`src/rtl/uart_frame_cfg.sv`:
```
//==============================================================================
// Module      : uart_frame_cfg
// Description : Parameterised UART (data width, parity, stop bits) with a 16x
//               oversampled, majority-voting receiver.
//               Optional macro UART_BREAK_DETECT_EN adds the rxBreak output.
// Revision    : 1.0 - initial release
//==============================================================================
`default_nettype none

module uart_frame_cfg #(
    parameter int CLOCK_RATE = 12000000,
    parameter int BAUD_RATE  = 9600,
    parameter int DATA_BITS  = 8,
    parameter int PARITY     = 0,
    parameter int STOP_BITS  = 1,
    parameter int OVERSAMPLE = 16
) (
    input  logic                 clk,
    input  logic                 reset,
    input  logic                 rxEn,
    input  logic                 rxIn,
    output logic                 rxBusy,
    output logic                 rxDone,
    output logic                 rxErr,
    output logic                 rxParityErr,
    output logic [DATA_BITS-1:0] rxOut,
`ifdef UART_BREAK_DETECT_EN
    output logic                 rxBreak,
`endif
    input  logic                 txEn,
    input  logic                 txStart,
    input  logic [DATA_BITS-1:0] txIn,
    output logic                 txBusy,
    output logic                 txDone,
    output logic                 txOut
);

    localparam int DIV      = (CLOCK_RATE + (BAUD_RATE * OVERSAMPLE) / 2) / (BAUD_RATE * OVERSAMPLE);
    localparam int BIT_CLKS = DIV * OVERSAMPLE;
    localparam int DIV_W    = $clog2(DIV + 1);
    localparam int BIT_W    = $clog2(BIT_CLKS + 1);
    localparam int OS_W     = $clog2(OVERSAMPLE + 1);
    localparam int IDX_W    = 4;

    localparam logic [DIV_W-1:0] c_div_last  = DIV_W'(DIV - 1);
    localparam logic [BIT_W-1:0] c_bit_last  = BIT_W'(BIT_CLKS - 1);
    localparam logic [BIT_W-1:0] c_bit_prev  = BIT_W'(BIT_CLKS - 2);
    localparam logic [OS_W-1:0]  c_os_last   = OS_W'(OVERSAMPLE - 1);
    localparam logic [OS_W-1:0]  c_smp_a     = OS_W'(OVERSAMPLE / 2 - 1);
    localparam logic [OS_W-1:0]  c_smp_b     = OS_W'(OVERSAMPLE / 2);
    localparam logic [OS_W-1:0]  c_smp_c     = OS_W'(OVERSAMPLE / 2 + 1);
    localparam logic [IDX_W-1:0] c_data_last = IDX_W'(DATA_BITS - 1);
    localparam logic [IDX_W-1:0] c_stop_last = IDX_W'(STOP_BITS - 1);
    localparam logic             c_has_par   = (PARITY != 0);
    localparam logic             c_odd       = (PARITY == 2);

    typedef enum logic [2:0] {
        TX_IDLE, TX_START, TX_DATA, TX_PARITY, TX_STOP
    } tx_state_t;

    typedef enum logic [2:0] {
        RX_IDLE, RX_START, RX_DATA, RX_PARITY, RX_STOP, RX_WAIT_HIGH
    } rx_state_t;

    // Shared oversampling tick
    logic [DIV_W-1:0] r_div_cnt;
    logic             w_tick;

    assign w_tick = (r_div_cnt == c_div_last);

    always_ff @(posedge clk or negedge reset) begin
        if (!reset)      r_div_cnt <= '0;
        else if (w_tick) r_div_cnt <= '0;
        else             r_div_cnt <= r_div_cnt + 1'b1;
    end

    // Transmitter: its bit timer restarts at acceptance so every bit is exact
    tx_state_t            r_tx_state;
    logic [BIT_W-1:0]     r_tx_cnt;
    logic [IDX_W-1:0]     r_tx_idx;
    logic [DATA_BITS-1:0] r_tx_shift;
    logic                 r_tx_par;
    logic                 r_tx_out;
    logic                 r_tx_busy;
    logic                 r_tx_done;
    logic                 w_tx_accept;
    logic                 w_tx_last_stop;

    assign w_tx_accept    = txEn && txStart;
    assign w_tx_last_stop = (r_tx_state == TX_STOP) && (r_tx_idx == c_stop_last);

    always_ff @(posedge clk or negedge reset) begin
        if (!reset) begin
            r_tx_state <= TX_IDLE;
            r_tx_cnt   <= '0;
            r_tx_idx   <= '0;
            r_tx_shift <= '0;
            r_tx_par   <= 1'b0;
            r_tx_out   <= 1'b1;
            r_tx_busy  <= 1'b0;
            r_tx_done  <= 1'b0;
        end else begin
            r_tx_done <= w_tx_last_stop && (r_tx_cnt == c_bit_prev);
            if (r_tx_state == TX_IDLE) begin
                if (w_tx_accept) begin
                    r_tx_state <= TX_START;
                    r_tx_shift <= txIn;
                    r_tx_par   <= (^txIn) ^ c_odd;
                    r_tx_cnt   <= '0;
                    r_tx_idx   <= '0;
                    r_tx_out   <= 1'b0;
                    r_tx_busy  <= 1'b1;
                end
            end else if (r_tx_cnt != c_bit_last) begin
                r_tx_cnt <= r_tx_cnt + 1'b1;
            end else begin
                r_tx_cnt <= '0;
                case (r_tx_state)
                    TX_START: begin
                        r_tx_state <= TX_DATA;
                        r_tx_out   <= r_tx_shift[0];
                    end
                    TX_DATA: begin
                        if (r_tx_idx == c_data_last) begin
                            r_tx_idx <= '0;
                            if (c_has_par) begin
                                r_tx_state <= TX_PARITY;
                                r_tx_out   <= r_tx_par;
                            end else begin
                                r_tx_state <= TX_STOP;
                                r_tx_out   <= 1'b1;
                            end
                        end else begin
                            r_tx_idx   <= r_tx_idx + 1'b1;
                            r_tx_shift <= r_tx_shift >> 1;
                            r_tx_out   <= r_tx_shift[1];
                        end
                    end
                    TX_PARITY: begin
                        r_tx_state <= TX_STOP;
                        r_tx_out   <= 1'b1;
                    end
                    TX_STOP: begin
                        if (!w_tx_last_stop) begin
                            r_tx_idx <= r_tx_idx + 1'b1;
                        end else if (w_tx_accept) begin
                            // Back-to-back frame with no idle gap
                            r_tx_state <= TX_START;
                            r_tx_shift <= txIn;
                            r_tx_par   <= (^txIn) ^ c_odd;
                            r_tx_idx   <= '0;
                            r_tx_out   <= 1'b0;
                        end else begin
                            r_tx_state <= TX_IDLE;
                            r_tx_out   <= 1'b1;
                            r_tx_busy  <= 1'b0;
                        end
                    end
                    default: r_tx_state <= TX_IDLE;
                endcase
            end
        end
    end

    assign txOut  = r_tx_out;
    assign txBusy = r_tx_busy;
    assign txDone = r_tx_done;

    // Receiver input synchroniser plus one extra stage for edge detection
    logic r_rx_s1, r_rx_s2, r_rx_s3;

    always_ff @(posedge clk or negedge reset) begin
        if (!reset) begin
            r_rx_s1 <= 1'b1;
            r_rx_s2 <= 1'b1;
            r_rx_s3 <= 1'b1;
        end else begin
            r_rx_s1 <= rxIn;
            r_rx_s2 <= r_rx_s1;
            r_rx_s3 <= r_rx_s2;
        end
    end

    rx_state_t            r_rx_state;
    logic [OS_W-1:0]      r_rx_tick;
    logic [IDX_W-1:0]     r_rx_idx;
    logic [1:0]           r_rx_smp;
    logic [DATA_BITS-1:0] r_rx_shift;
    logic                 r_rx_ferr;
    logic                 r_rx_perr_pend;
    logic                 r_rx_busy;
    logic                 r_rx_done;
    logic                 r_rx_err;
    logic                 r_rx_perr;
    logic [DATA_BITS-1:0] r_rx_out;
    logic                 w_rx_fall;
    logic                 w_vote;
    logic                 w_vote_now;

    assign w_rx_fall  = r_rx_s3 && !r_rx_s2;
    assign w_vote     = (r_rx_smp[0] & r_rx_smp[1]) | (r_rx_smp[0] & r_rx_s2) | (r_rx_smp[1] & r_rx_s2);
    assign w_vote_now = w_tick && (r_rx_tick == c_smp_c);

`ifdef UART_BREAK_DETECT_EN
    logic r_rx_allzero;
    logic r_rx_break;

    // Cleared by any high vote; the start bit can only vote low here
    always_ff @(posedge clk or negedge reset) begin
        if (!reset)                        r_rx_allzero <= 1'b0;
        else if (r_rx_state == RX_IDLE)    r_rx_allzero <= 1'b1;
        else if (w_vote_now && w_vote)     r_rx_allzero <= 1'b0;
    end

    assign rxBreak = r_rx_break;
`endif

    always_ff @(posedge clk or negedge reset) begin
        if (!reset) begin
            r_rx_state     <= RX_IDLE;
            r_rx_tick      <= '0;
            r_rx_idx       <= '0;
            r_rx_smp       <= '0;
            r_rx_shift     <= '0;
            r_rx_ferr      <= 1'b0;
            r_rx_perr_pend <= 1'b0;
            r_rx_busy      <= 1'b0;
            r_rx_done      <= 1'b0;
            r_rx_err       <= 1'b0;
            r_rx_perr      <= 1'b0;
            r_rx_out       <= '0;
`ifdef UART_BREAK_DETECT_EN
            r_rx_break     <= 1'b0;
`endif
        end else begin
            r_rx_done <= 1'b0;
`ifdef UART_BREAK_DETECT_EN
            r_rx_break <= 1'b0;
`endif
            if (!rxEn) begin
                r_rx_state <= RX_IDLE;
                r_rx_busy  <= 1'b0;
            end else begin
                case (r_rx_state)
                    RX_IDLE: begin
                        if (w_rx_fall) begin
                            r_rx_state     <= RX_START;
                            r_rx_busy      <= 1'b1;
                            r_rx_tick      <= '0;
                            r_rx_idx       <= '0;
                            r_rx_ferr      <= 1'b0;
                            r_rx_perr_pend <= 1'b0;
                        end
                    end
                    RX_WAIT_HIGH: begin
                        if (r_rx_s2) r_rx_state <= RX_IDLE;
                    end
                    default: begin
                        if (w_tick) begin
                            r_rx_tick <= (r_rx_tick == c_os_last) ? '0 : r_rx_tick + 1'b1;
                            if (r_rx_tick == c_smp_a) r_rx_smp[0] <= r_rx_s2;
                            if (r_rx_tick == c_smp_b) r_rx_smp[1] <= r_rx_s2;
                        end
                        if (w_vote_now) begin
                            case (r_rx_state)
                                RX_START: begin
                                    if (w_vote) begin
                                        r_rx_state <= RX_IDLE;
                                        r_rx_busy  <= 1'b0;
                                    end else begin
                                        r_rx_state <= RX_DATA;
                                    end
                                end
                                RX_DATA: begin
                                    r_rx_shift <= {w_vote, r_rx_shift[DATA_BITS-1:1]};
                                    if (r_rx_idx == c_data_last) begin
                                        r_rx_idx   <= '0;
                                        r_rx_state <= c_has_par ? RX_PARITY : RX_STOP;
                                    end else begin
                                        r_rx_idx <= r_rx_idx + 1'b1;
                                    end
                                end
                                RX_PARITY: begin
                                    r_rx_perr_pend <= w_vote ^ (^r_rx_shift) ^ c_odd;
                                    r_rx_state     <= RX_STOP;
                                end
                                RX_STOP: begin
                                    if (r_rx_idx != c_stop_last) begin
                                        r_rx_idx <= r_rx_idx + 1'b1;
                                        if (!w_vote) r_rx_ferr <= 1'b1;
                                    end else begin
                                        r_rx_busy <= 1'b0;
`ifdef UART_BREAK_DETECT_EN
                                        if (r_rx_allzero && !w_vote) begin
                                            r_rx_break <= 1'b1;
                                            r_rx_state <= RX_WAIT_HIGH;
                                        end else
`endif
                                        begin
                                            r_rx_done  <= 1'b1;
                                            r_rx_out   <= r_rx_shift;
                                            r_rx_err   <= r_rx_ferr | !w_vote;
                                            r_rx_perr  <= c_has_par & r_rx_perr_pend;
                                            // A low stop bit must see the line high again before re-arming
                                            r_rx_state <= (r_rx_ferr | !w_vote) ? RX_WAIT_HIGH : RX_IDLE;
                                        end
                                    end
                                end
                                default: r_rx_state <= RX_IDLE;
                            endcase
                        end
                    end
                endcase
            end
        end
    end

    assign rxBusy      = r_rx_busy;
    assign rxDone      = r_rx_done;
    assign rxErr       = r_rx_err;
    assign rxParityErr = r_rx_perr;
    assign rxOut       = r_rx_out;

endmodule

`default_nettype wire

```
`config.mk`:
```
export PLATFORM = sky130hd
export DESIGN_NAME = uart_frame_cfg
export DESIGN_NICKNAME = d
export VERILOG_FILES = /design/src/rtl/uart_frame_cfg.sv
export SDC_FILE = /design/constraint.sdc
export NUM_CORES = 1
export LEC_CHECK = 0
export ABC_AREA = 1
export BUFFER_PORTS_ARGS = -buffer_cell sky130_fd_sc_hd__buf_4
export CORE_ASPECT_RATIO = 1.4
export CORE_MARGIN = 1
export CORE_UTILIZATION = 55
export CTS_CLUSTER_DIAMETER = 50
export DETAILED_ROUTE_END_ITERATION = 8
export PLACE_DENSITY_LB_ADDON = 0.25
export SLEW_MARGIN = 20
export SYNTH_ARGS = -nofsm -noshare
export SYNTH_HDL_FRONTEND = slang
export SYNTH_SLANG_ARGS = --single-unit
```
`constraint.sdc`:
```
create_clock -name clk -period 1.51 [get_ports clk]
set_input_delay 0.151 -clock clk [delete_from_list [all_inputs] [get_ports clk]]
set_output_delay 0.151 -clock clk [all_outputs]
set_load 0.005 [all_outputs]
```
==> impl_metrics.yaml <==
status:
  status: "complete, no violations"
pwr:
  comb_power_share: 0.502
  ir_drop_mv: 1.08
  p_switching_uw: 3630
  powerDensity_nw_per_um2: 1590
  p_int_uw: 4810
  p_leak_uw: 0.00263
  seqPwrFrac: 0.311
  p_total_uw: 8440
  clkPwrFrac: 0.187
  swShare: 0.430
finish:
  finalNonFillerCells: 746
  drive_gt1_frac: 0.284
  final_cell_mix: "172 x nand2_1, 81 x buf_4, 66 x dfrtp_1"
  diodes: 0
  final_common_cell: "nand2_1"
  ff_latch_area_um2: 1840
  multi_input_area_um2: 2190
  fill_cells: 570
  postLayoutCoreUtil: 0.725
  nets: 669
  syn2layout_area_growth_pct: 28.1
setup_path:
  critPathArrivalTime_ns: 1.71
  crit_required_ns: 1.75
  critPathMaxFanout: 5
  crit_type: "reg -> reg"
  crit_path_end_kind: "flip-flop"
  start_kind: "flip-flop"
  crit_path_max_incr_delay_ns: 0.56
  critPathSlowestCell: "dfstp_2"
  crit_chain: "inv_1 > nand2_1 > nand3_2 > nand2_4 > nor2_4 > buf_4 > nand3b_1 > nand2_1"
  cpMostUsedCell: "nand2_1"
placement:
  dp.cells: 719
  dp_hpwl_um: 6780
  io_buffers: 27
  dp_slack_ns: -0.0740
  place.gp.congestion: 0.937
synthesis:
  synth_fp_nets: 578
  synth_top_family_by_area: "simple AND/OR/NAND/NOR gates"
  ys_seq_elements: 73
  yosysSeqAreaShare: 0.443
  synth_xor_area_frac: 0.0106
  synthSimpleGateAreaFrac: 0.353
  syn_inst: 553
  muxShareOfSynthArea: 0
  synthesis.yosys.warnings: 0
  synth-adder-area-share: 0.0333
  ys_types: 35
  synth_compound_area_frac: 0.0808
  synth_area_um2: 4140
  syn_avg_cell_area_um2: 7.48
drt:
  firstDrtPassIters: 5
  first_iter_violations: 175
  wire_per_inst_um: 13.1
  ant_nets: 0
  vias: 3935
  drt_drc_violations_left: 0
  wirelength_um: 9770
  via_per_inst: 5.27
sta:
  layout_min_cycle_time_ns: 1.46
  slew_violations: 0
  fin_setup_tns_ns: 0
  finalSetupViolations: 0
  timing.fmax_mhz: 683
  finalCritPeriodShare: 0.970
  rsz0062_at_grt: "true"
  setup_ws_ns: 0.0455
  finClkSkew_ns: 0.0103
  finalHoldViolCount: 0
floorplan:
  die_w_um: 75.3
  top_level_ports: 29
  die_area_um2: 7880
  rows: 37
  start_util: 0.566
  coreArea_um2: 7310
  die_h_um: 105
global_routing:
  groute.usage.overall: 0.258
  grt_max_degree: 34
  grt_pass1_wl_um: 15800
  antenna_found_initial: 0
  gr-total-overflow: 0
  first_global_vias: 3792
run:
  cap_violations: 0
clock_network:
  clock_latency_ns: 0.35
  htree_levels: 3
  cts_buffer_depth: 2
  path_clk_slew_ns: 0.08
  cts.sink_count: 73
  cts_root_buffer: "clkbuf_8"
  cts_tree: "yes"
  numCtsBuffers: 9
min_path:
  holdCritPathClass: "in -> reg"
==> critical path, delay by kind of cell, from the launching register on <==
kind | cells | cell delay (ns)
flops | 1 | 0.56
simple gates | 6 | 0.56
buf+inv | 2 | 0.24
==> kinds of logic after synthesis <==
group / after synthesis
and+or+nand+nor: 324
adders and majority gates: 11
buffers and inverters: 80
DFF: 73
AOI/OAI and AO/OA: 59
other: 1
xor gates and xnor gates: 5
==> worst paths after layout <==
kind                       depth (start not counted)  startpoint       endpoint  slack [ns]
setup reg to reg                                   8     r_rx_s2    r_rx_idx[1]        0.05
hold reg to reg                                    0     r_rx_s1        r_rx_s2        0.36
setup / recovery                                   8     r_rx_s2    r_rx_idx[1]        0.05
hold / removal                                     3        rxEn         rxBusy        0.11
min in group asynchronous                          2       reset  r_rx_state[2]        0.26
max in group asynchronous                          3       reset   r_div_cnt[2]        0.71
==> registers in the layout, indices dropped and copies added (netlist names), 2 cells and up <==
register	flops
r_rx_shift	8
r_tx_shift	8
r_tx_idx	4
r_rx_state	3
r_rx_idx	4
rxOut	8
r_tx_cnt	11
r_tx_state	3
r_rx_smp	2
r_div_cnt	7
r_rx_tick	5
==> routing by layer <==
layer  global-route usage  wire [um]  vias up
met5                    0          0        -
met4                0.136        265        0
met3               0.0453        232       23
met2                0.457       5350       75
met1                0.281       3920     1872
li1                     -          -     1965
==> power groups by stage <==
stage / combinational (uW) / sequential (uW) / clock, uW
after global placement: 3620 / 2620 / 0
after CTS: 3820 / 2600 / 1610
after detailed placement: 3720 / 2630 / 0
after global routing: 4730 / 2670 / 1690
after floorplan: 2330 / 2650 / 0
final: 4240 / 2630 / 1580
==> per-stage QoR <==
stage | instance area (um2) | hold WS, ns
2_1_floorplan | 4140 | -0.145
3_3_place_gp | 4800 | 0.0982
3_5_place_dp | 4800 | 0.0951
4_1_cts | 5070 | 0.105
5_1_grt | 5300 | 0.125
6_report | 5300 | 0.115
==> timing repair <==
action / CTS / global route
resized for setup: 12 / 47
pin swaps: 1 / 9
endpoints found under the setup margin: 38 / 56
cloned: 1 / 2
hold buffers: 2 / 0
buffers inserted: 0 / 6
hold endpoints to repair: 23 / 0
==> cell usage after synthesis <==
cell type,count,share of area
buf_4,1,0.0018
dfrtp_1,69,0.42
dfstp_2,4,0.025
inv_2,8,0.0073
xor2_1,4,0.0085
o22ai_1,3,0.0045
or2_2,2,0.0030
o211ai_1,1,0.0018
and2_1,1,0.0015
xnor2_1,1,0.0021
nor2_4,2,0.0054
a21oi_1,11,0.013
clkinv_1,2,0.0018
buf_6,2,0.0054
nor3_1,8,0.0097
nor2_8,1,0.0048
nand3b_1,2,0.0036
nand2_2,10,0.015
nor3b_1,1,0.0018
nor2_1,38,0.034
nand3_2,2,0.0048
nand2_1,183,0.17
o21ai_1,14,0.017
buf_2,6,0.0073
conb_1,1,0.00091
o21ai_2,8,0.017
nand4_1,19,0.029
nand3_1,50,0.060
clkbuf_1,1,0.00091
o21a_1,1,0.0018
nor2_2,3,0.0045
inv_1,60,0.054
nand3_4,2,0.0085
o21ai_0,21,0.025
ha_1,11,0.033
==> area by class of cell <==
| type | count | area share |
|---|---|---|
| multi-input cells | 403 | 0.414 |
| repair buffers | 87 | 0.129 |
| inverters | 70 | 0.0505 |
| well taps | 97 | 0.0229 |
| clock buffers | 9 | 0.0234 |
| flip-flops and latches | 73 | 0.346 |
| clock inverters | 7 | 0.0146 |
Note: power is estimated with default switching activity, not from simulation.
